**src/rtl/voiceprint_pkg.sv**
```systemverilog
// Shared types and constants for the voiceprint mode controller.
// Imported by the sequencer and its read-port arbiter.
package voiceprint_pkg;

    typedef enum logic [1:0] {
        ST_IDLE    = 2'd0,
        ST_CAPTURE = 2'd1,
        ST_TRAIN   = 2'd2,
        ST_RECOG   = 2'd3
    } state_t;

    typedef enum logic {
        OP_TRAIN = 1'b0,
        OP_RECOG = 1'b1
    } op_t;

    localparam logic [4:0] CMD_TRAIN = 5'b01010;
    localparam logic [4:0] CMD_RECOG = 5'b01011;

    localparam logic [1:0] ERR_NONE    = 2'd0;
    localparam logic [1:0] ERR_SHORT   = 2'd1;
    localparam logic [1:0] ERR_TIMEOUT = 2'd2;
    localparam logic [1:0] ERR_NO_SPK  = 2'd3;

endpackage

```
**src/rtl/voiceprint_sequencer_arbiter.sv**
```systemverilog
// MFCC buffer read-port arbiter: grant follows the registered state,
// and the 1-cycle-late valid returns to whichever requester issued the read.
module mfcc_port_arbiter
    import voiceprint_pkg::*;
#(
    parameter int ADDR_W = 14
) (
    input  logic              clk,
    input  logic              rst,
    input  state_t            state,
    input  logic              trn_rd_req,
    input  logic [ADDR_W-1:0] trn_rd_addr,
    input  logic              rcg_rd_req,
    input  logic [ADDR_W-1:0] rcg_rd_addr,
    output logic              mfcc_rd_en,
    output logic [ADDR_W-1:0] mfcc_rd_addr,
    output logic              trn_rd_valid,
    output logic              rcg_rd_valid
);

    logic grant_trn;
    logic grant_rcg;

    assign grant_trn = (state == ST_TRAIN);
    assign grant_rcg = (state == ST_RECOG);

    // Put the grantee's request on the single buffer port; idle port reads address 0.
    always_comb begin
        mfcc_rd_en   = 1'b0;
        mfcc_rd_addr = '0;
        if (grant_trn) begin
            mfcc_rd_en   = trn_rd_req;
            mfcc_rd_addr = trn_rd_addr;
        end else if (grant_rcg) begin
            mfcc_rd_en   = rcg_rd_req;
            mfcc_rd_addr = rcg_rd_addr;
        end
    end

    // Buffer data lands one cycle later, so route the registered enable back.
    always_ff @(posedge clk) begin
        if (rst) begin
            trn_rd_valid <= 1'b0;
            rcg_rd_valid <= 1'b0;
        end else begin
            trn_rd_valid <= grant_trn & trn_rd_req;
            rcg_rd_valid <= grant_rcg & rcg_rd_req;
        end
    end

endmodule

```
**src/rtl/voiceprint_sequencer.sv**
```systemverilog
// Voiceprint mode controller: decodes host commands, sequences capture
// then train/recognize, tracks trained slots and reports results/errors.
module voiceprint_sequencer
    import voiceprint_pkg::*;
#(
    parameter int ADDR_W         = 14,
    parameter int MIN_FRAMES     = 8,
    parameter int TIMEOUT_CYCLES = 50_000_000
) (
    input  logic              clk,
    input  logic              rst,
    input  logic              cmd_valid,
    input  logic [7:0]        cmd_data,
    output logic              capture_start,
    input  logic              mfcc_end,
    input  logic [8:0]        mfcc_number,
    output logic              train_start,
    output logic [2:0]        train_spk,
    input  logic              train_done,
    output logic              recog_start,
    input  logic              recog_done,
    input  logic [2:0]        recog_id,
    input  logic              trn_rd_req,
    input  logic [ADDR_W-1:0] trn_rd_addr,
    input  logic              rcg_rd_req,
    input  logic [ADDR_W-1:0] rcg_rd_addr,
    output logic              mfcc_rd_en,
    output logic [ADDR_W-1:0] mfcc_rd_addr,
    output logic              trn_rd_valid,
    output logic              rcg_rd_valid,
    output logic              busy,
    output logic [2:0]        result,
    output logic              result_valid,
    output logic [7:0]        trained_mask,
    output logic              err,
    output logic [1:0]        err_code
);

    localparam int               CNT_W    = $clog2(TIMEOUT_CYCLES + 1);
    localparam logic [CNT_W-1:0] CNT_LAST = CNT_W'(TIMEOUT_CYCLES - 1);
    localparam logic [8:0]       MIN_N    = 9'(MIN_FRAMES);

    state_t           state;
    state_t           state_n;
    op_t              op;
    op_t              op_n;
    logic [CNT_W-1:0] wdog;
    logic             expired;
    logic             cap_n;
    logic             trs_n;
    logic             rcs_n;
    logic             rv_n;
    logic             err_n;
    logic [1:0]       code_n;
    logic [2:0]       spk_n;
    logic [2:0]       result_n;
    logic [7:0]       mask_n;

    assign busy    = (state != ST_IDLE);
    assign expired = busy && (wdog == CNT_LAST);

    // Next state and next values of every registered output.
    always_comb begin
        state_n  = state;
        op_n     = op;
        cap_n    = 1'b0;
        trs_n    = 1'b0;
        rcs_n    = 1'b0;
        rv_n     = 1'b0;
        err_n    = 1'b0;
        code_n   = err_code;
        spk_n    = train_spk;
        result_n = result;
        mask_n   = trained_mask;
        unique case (state)
            ST_IDLE: begin
                if (cmd_valid && cmd_data[7:3] == CMD_TRAIN) begin
                    spk_n   = cmd_data[2:0];
                    op_n    = OP_TRAIN;
                    cap_n   = 1'b1;
                    state_n = ST_CAPTURE;
                end else if (cmd_valid && cmd_data[7:3] == CMD_RECOG) begin
                    if (trained_mask == 8'h00) begin
                        err_n  = 1'b1;
                        code_n = ERR_NO_SPK;
                    end else begin
                        op_n    = OP_RECOG;
                        cap_n   = 1'b1;
                        state_n = ST_CAPTURE;
                    end
                end
            end
            ST_CAPTURE: begin
                if (mfcc_end) begin
                    if (mfcc_number < MIN_N) begin
                        err_n   = 1'b1;
                        code_n  = ERR_SHORT;
                        state_n = ST_IDLE;
                    end else if (op == OP_RECOG) begin
                        rcs_n   = 1'b1;
                        state_n = ST_RECOG;
                    end else begin
                        trs_n   = 1'b1;
                        state_n = ST_TRAIN;
                    end
                end else if (expired) begin
                    err_n   = 1'b1;
                    code_n  = ERR_TIMEOUT;
                    state_n = ST_IDLE;
                end
            end
            ST_TRAIN: begin
                if (train_done) begin
                    mask_n  = trained_mask | (8'h01 << train_spk);
                    state_n = ST_IDLE;
                end else if (expired) begin
                    err_n   = 1'b1;
                    code_n  = ERR_TIMEOUT;
                    state_n = ST_IDLE;
                end
            end
            ST_RECOG: begin
                if (recog_done) begin
                    result_n = recog_id;
                    rv_n     = 1'b1;
                    state_n  = ST_IDLE;
                end else if (expired) begin
                    err_n   = 1'b1;
                    code_n  = ERR_TIMEOUT;
                    state_n = ST_IDLE;
                end
            end
            default: state_n = ST_IDLE;
        endcase
    end

    // State register and registered pulse/status outputs.
    always_ff @(posedge clk) begin
        if (rst) begin
            state         <= ST_IDLE;
            op            <= OP_TRAIN;
            capture_start <= 1'b0;
            train_start   <= 1'b0;
            recog_start   <= 1'b0;
            result_valid  <= 1'b0;
            err           <= 1'b0;
            err_code      <= ERR_NONE;
            train_spk     <= 3'd0;
            result        <= 3'd0;
            trained_mask  <= 8'h00;
        end else begin
            state         <= state_n;
            op            <= op_n;
            capture_start <= cap_n;
            train_start   <= trs_n;
            recog_start   <= rcs_n;
            result_valid  <= rv_n;
            err           <= err_n;
            err_code      <= code_n;
            train_spk     <= spk_n;
            result        <= result_n;
            trained_mask  <= mask_n;
        end
    end

    // Per-phase watchdog: restarts on every state change, idles at zero.
    always_ff @(posedge clk) begin
        if (rst) begin
            wdog <= '0;
        end else if (state_n != state || state == ST_IDLE) begin
            wdog <= '0;
        end else begin
            wdog <= wdog + 1'b1;
        end
    end

    mfcc_port_arbiter #(
        .ADDR_W(ADDR_W)
    ) u_arb (
        .clk         (clk),
        .rst         (rst),
        .state       (state),
        .trn_rd_req  (trn_rd_req),
        .trn_rd_addr (trn_rd_addr),
        .rcg_rd_req  (rcg_rd_req),
        .rcg_rd_addr (rcg_rd_addr),
        .mfcc_rd_en  (mfcc_rd_en),
        .mfcc_rd_addr(mfcc_rd_addr),
        .trn_rd_valid(trn_rd_valid),
        .rcg_rd_valid(rcg_rd_valid)
    );

endmodule

```
**config.mk**
```make
export PLATFORM = sky130hd
export DESIGN_NAME = voiceprint_sequencer
export DESIGN_NICKNAME = d
export VERILOG_FILES = /design/src/rtl/voiceprint_pkg.sv /design/src/rtl/voiceprint_sequencer_arbiter.sv /design/src/rtl/voiceprint_sequencer.sv
export SDC_FILE = /design/constraint.sdc
export NUM_CORES = 1
export LEC_CHECK = 0
export CAP_MARGIN = 25
export CORE_MARGIN = 5
export CORE_UTILIZATION = 48
export CTS_BUF_LIST = sky130_fd_sc_hd__clkbuf_4
export CTS_CLUSTER_SIZE = 24
export DETAILED_ROUTE_END_ITERATION = 16
export GPL_TIMING_DRIVEN = 0
export HOLD_SLACK_MARGIN = 0.1
export PLACE_DENSITY = 0.88
export SYNTH_ARGS = -nofsm -noshare
export SYNTH_HDL_FRONTEND = slang
export SYNTH_SLANG_ARGS = --single-unit
```
**constraint.sdc**
```tcl
create_clock -name clk -period 3.3 [get_ports clk]
set_input_delay 0.66 -clock clk [delete_from_list [all_inputs] [get_ports clk]]
set_output_delay 0.66 -clock clk [all_outputs]
set_load 0.02 [all_outputs]
```
**Yosys cells after proc, flatten, opt, wreduce, memory -nomap -nowiden**

Index checks and enable logic that the tools add are counted.

- Add/subtract/negate cells: 1
- Order comparisons: 1
- Equality and inequality tests: 14
- Shift-type cells: 1
- Muxes and demuxes: 41
- Bitwise operators: 7
- Reduce and logical (&&, ||, !) cells: 17

Operators with widths:

| operator | number |
|---|---|
| 2-to-1 mux 2 bit | 16 |
| 2-to-1 mux 14 bit | 2 |
| adder 26 x 1 -> 26 bit (second input constant) | 1 |
| == test 26 bit (second input constant) | 1 |
| 2-to-1 mux 1 bit | 20 |
| one-hot mux 2 bit (4 select lines) | 2 |
| inequality test 2 bit (second input constant) | 6 |
| == test 5 x 4 -> 1 bit (second input constant) | 2 |
| < comparator 9 x 4 -> 1 bit (second input constant) | 1 |
| zero test 8 bit | 1 |
| OR 8 bit | 1 |
| << shifter 1 x 3 -> 8 bit (first input constant) | 1 |
| AND reduction 2 bit | 3 |
| AND reduction 6 bit | 1 |
| OR reduction 2 bit | 3 |
| == test 2 bit (second input constant) | 2 |
| inverter 1 bit | 4 |
| one-hot mux 1 bit (4 select lines) | 1 |
| nonzero test 2 bit | 2 |
| OR reduction 4 bit | 1 |
| logical AND 1 bit | 3 |
| inequality test 3 bit (second input constant) | 1 |
| AND reduction 3 bit | 1 |
| AND 1 bit | 2 |
| 4 further kinds | 4 |

- Bits in registers: 52
- Input bits: 56

**Depth between registers and ports, before layout**

Gate-level depths: netlist of the first run.

- Depth in word-level cells: 8
- Mapped depth: 8

**Cells and area by module**

A second synthesis of the first run with hierarchy kept.

- Cell total of the unflattened synthesis: 296
- Area total of the unflattened synthesis: 2686.3 um^2

Modules (own cells, without submodules):

| module | times used | cells an instance | area each (um^2) | sequential area each (um^2) |
|---|---|---|---|---|
| voiceprint_sequencer | 1 | 257 | 2352.3 | 1001.0 |
| mfcc_port_arbiter | 1 | 39 | 334.1 | 40.0 |

**Worst setup path after synthesis of the first run**

Ideal clock, no wire load.

- Path type: reg2out
- From: register state[0]
- To: output port mfcc_rd_addr[10]
- Data arrival time: 1.700 ns
- Data required time: 2.640 ns
- Setup slack: 0.940 ns
- Stages on the path, launching flop included: 6
- Buffers on the path: 3
- Cells stage by stage: dfxtp_1 buf_4 clkbuf_1 buf_1 mux2i_1 nor2_1

- Word-level cells in the longest chain between the ends: 3
- Elaborated cells between the ends (all ways): 4
- Those cells by class: eq/ne: 2; mux: 2

Ends and longest elaborated chain:

| item | line | source |
|---|---|---|
| from (decl) | voiceprint_sequencer.sv:43 | `state_t state;` |
| from (signal assigned) | voiceprint_sequencer.sv:152 | `state <= state_n;` |
| == test 2 bit | voiceprint_sequencer_arbiter.sv:25 | `assign grant_rcg = (state == ST_RECOG);` |
| 2-to-1 mux 14 bit | voiceprint_sequencer_arbiter.sv:34 | `end else if (grant_rcg) begin` |
| 2-to-1 mux 14 bit * | voiceprint_sequencer_arbiter.sv:31 | `if (grant_trn) begin` |
| to (decl) | voiceprint_sequencer.sv:28 | `output logic [ADDR_W-1:0] mfcc_rd_addr,` |

Mark *: on every way between the ends. The rest lies on a longest branch, timed or not.

**Worst setup path in the final report of the first run**

- From: register state[1]
- To: output port mfcc_rd_addr[12]

Same word-level chain as after synthesis.

==> metrics.txt, run 1 <==
#FFs+latches synth 52; net count of the mapped netlist 332; PnR worst setup slack 460 ps; detail-routed via count per cell 5.25; full die area 6460 um2; Avg Inst Size Synth 8.64 um2; final instance area 3420 um2; Critical Path End Type output pin; fraction of registers with async set or reset after synthesis 0; top-level I/O count 95; Crit-path slowest cell sky130_fd_sc_hd__clkdlybuf4s50_1; count of vias placed by the detailed router 2306; placed standard-cell area 3360 um2; number of resized instances in the post-cts repair step 1; total negative slack 0 ps; residual overflow from global routing 0; via count of the first global-routing pass 2317; total setup buffers inserted after CTS 0; post-synthesis cell type count 40; period utilization 0.861; Post-synth top flop sky130_fd_sc_hd__dfxtp_1; post-detailed-route DRC marker count 0; drt wl/cell 15.0 um; number of setup violations in the final report 0; Floorplan Core Area 4750 um2; antenna violations before repair 0; antenna viol nets, final 0; sequential share of the synthesized area 0.438; number of hold buffers added after cts 0; number of clock buffers inserted by TritonCTS 5; start point of the worst min-delay path op; post-layout net count 428; Critical R2R Launch state[0]; number of enable-type register cells in the synthesized netlist 0; deepest level of the CTS H-tree 2; capture endpoint of the worst hold path train_start; initial cell density of the core 0.500; wirelength, routed 6.57 mm; area growth from synthesis to layout 44.0%; final hold viol count 0; Chip Width 80.4 um; port bufs 90; hold depth 1; Worst-Margin Slew 1010 ps; Critical R2R Capture wdog[5]; Layout Skew 16.2 ps; Worst VDD drop 0.000281 V; run status finished clean; Gate Count Post-Synth 275; final RePlAce weighted congestion 0.891; final slew viol count 0; layout cell share with drive strength beyond 1 0.0430; Worst Path Arrival 2180 ps; clock root buffer sky130_fd_sc_hd__clkbuf_4; headroom to the max-slew limit 0.318; number of standard-cell rows in the floorplan 25; clk sinks 52; critical path cell sequence buf_4, clkinv_1, clkbuf_1, nor2_1, clkdlybuf4s50_1; detailed router's first-iteration violation count 116; Max-Cap Viols 0; Crit path required time 2640 ps; minimum hold slack 483 ps; ANT cells 0; hold crit path type reg2reg; Worst Path Class, Setup reg2out; startpoint type of the worst setup path flip-flop; CTS tree yes; Max Fclk 352 MHz; Ys Warns 0; final critical delay including setup and external delays 2840 ps; global-route wire length before repair 10.4 mm; static leakage power 1.17 nW; worst-case reg-to-reg path depth 8; longest individual stage delay on the worst path 620 ps; insertion delay of the later-clocked pin in the worst-skew pair 380 ps; minimum setup slack after placement 186 ps; post-detailed-placement half-perimeter wirelength 5.24 mm; global-route total usage across every layer 0.206; overall power of the completed layout 1.03 mW; start point of the critical path state[1]; pin count of the biggest net entering global routing 19; clock transition time at the flip-flop clock pins of the worst setup and hold paths 170 ps; R2R setup slack 750 ps; power density over the cells 300 nW/um2; CP Max Fanout 10; buffer levels on the longest clock path 2; Post-Synthesis Cell Area 2380 um2; die height 80.4 um; setup repair after global routing missed its margin false; Detailed Routing Iterations Pass 1 4
-- report_power, final --
group | internal (mW) | switching [mW]
Combinational | 0.0633 | 0.0262
Clock | 0.0906 | 0.216
Sequential | 0.629 | 0.000933
-- state kept, by name, summed over array words and instances, names as in the netlist, 2 cells and up --
name,flops
wdog,26
trained_mask,8
result,3
train_spk,3
err_code,2
state,2
-- per-layer routing --
metal	wire length [um]	part of all wire	track usage	vias up
li1	-	-	-	1140
met1	2560	0.39	0.233	1056
met2	3350	0.51	0.353	92
met3	482	0.073	0.0673	18
met4	185	0.028	0.0878	0
met5	0	0	0	-
-- worst max-delay path, delay by kind of cell (launching register included) --
kind                   cells  cell delay, ps
and+or+nand+nor            1             150
buffers and inverters      4            1310
DFF                        1             350
-- placed cells by master, fill, tap and decap left out, types with 5 or more instances in the layout --
master and n:
sky130_fd_sc_hd__a21oi_1 7, sky130_fd_sc_hd__a31oi_1 5, sky130_fd_sc_hd__and3_1 7, sky130_fd_sc_hd__clkbuf_4 5
sky130_fd_sc_hd__clkdlybuf4s50_1 90, sky130_fd_sc_hd__dfxtp_1 52, sky130_fd_sc_hd__inv_1 7, sky130_fd_sc_hd__mux2i_1 21
sky130_fd_sc_hd__nand2_1 12, sky130_fd_sc_hd__nand3_1 12, sky130_fd_sc_hd__nand4_1 9, sky130_fd_sc_hd__nor2_1 62
sky130_fd_sc_hd__nor3_1 6, sky130_fd_sc_hd__nor4_1 5, sky130_fd_sc_hd__xnor2_1 9, sky130_fd_sc_hd__xor2_1 15
-- area by class of cell --
type,instances,area [um2]
sequential,52,1040
multi-input combinational,203,1240
tap,67,83.8
inverter,8,30.0
clock inverter,3,26.3
clock buffer,5,37.5
fill,381,1330
timing repair buffer,90,901
buffer,11,58.8
-- worst max-delay path by stage --
stage	endpoint	slack (ps)
3_3_place_gp	mfcc_rd_addr[8]	220
2_1_floorplan	mfcc_rd_addr[10]	940
4_1_cts	mfcc_rd_addr[8]	440
6_report	mfcc_rd_addr[12]	460
5_1_grt	mfcc_rd_addr[10]	270
3_5_place_dp	mfcc_rd_addr[8]	190
-- cells by family (layout without fill, tap and decap cells) --
group / after synthesis / count (layout) / share of synthesized area
simple gates: 136 / 136 / 0.281
flops: 52 / 52 / 0.438
xor+xnor: 24 / 24 / 0.0885
compound gates: 21 / 21 / 0.0600
mux: 21 / 21 / 0.0885
buf+inv: 20 / 117 / 0.0384
fa+ha+maj: 1 / 1 / 0.00527
-- per-stage QoR --
step,util,std cells
5_1_grt,0.720,439
4_1_cts,0.720,439
6_report,0.720,439
3_3_place_gp,0.707,432
3_5_place_dp,0.707,432
2_1_floorplan,-,275
-- synthesized netlist by cell type (5+ instances only) --
cell type,n,share of area
sky130_fd_sc_hd__nand3_1,12,0.025
sky130_fd_sc_hd__a31oi_1,5,0.013
sky130_fd_sc_hd__inv_1,7,0.011
sky130_fd_sc_hd__nor4_1,5,0.013
sky130_fd_sc_hd__mux2i_1,21,0.088
sky130_fd_sc_hd__xnor2_1,9,0.033
sky130_fd_sc_hd__clkbuf_1,5,0.0079
sky130_fd_sc_hd__nor3_1,6,0.013
sky130_fd_sc_hd__dfxtp_1,52,0.44
sky130_fd_sc_hd__xor2_1,15,0.055
sky130_fd_sc_hd__nor2_1,62,0.098
sky130_fd_sc_hd__nand2_1,12,0.019
sky130_fd_sc_hd__a21oi_1,7,0.015
sky130_fd_sc_hd__nand4_1,9,0.024
sky130_fd_sc_hd__and3_1,7,0.018
No activity file was read; power rests on OpenSTA's default activity.
==> inputs of run 2 (changes only) <==
ABC_CLOCK_PERIOD_IN_PS = 3300   (was unset)
==> results of run 2 <==
Same layout as run 1: the final DEF is identical, and so are final timing and power.
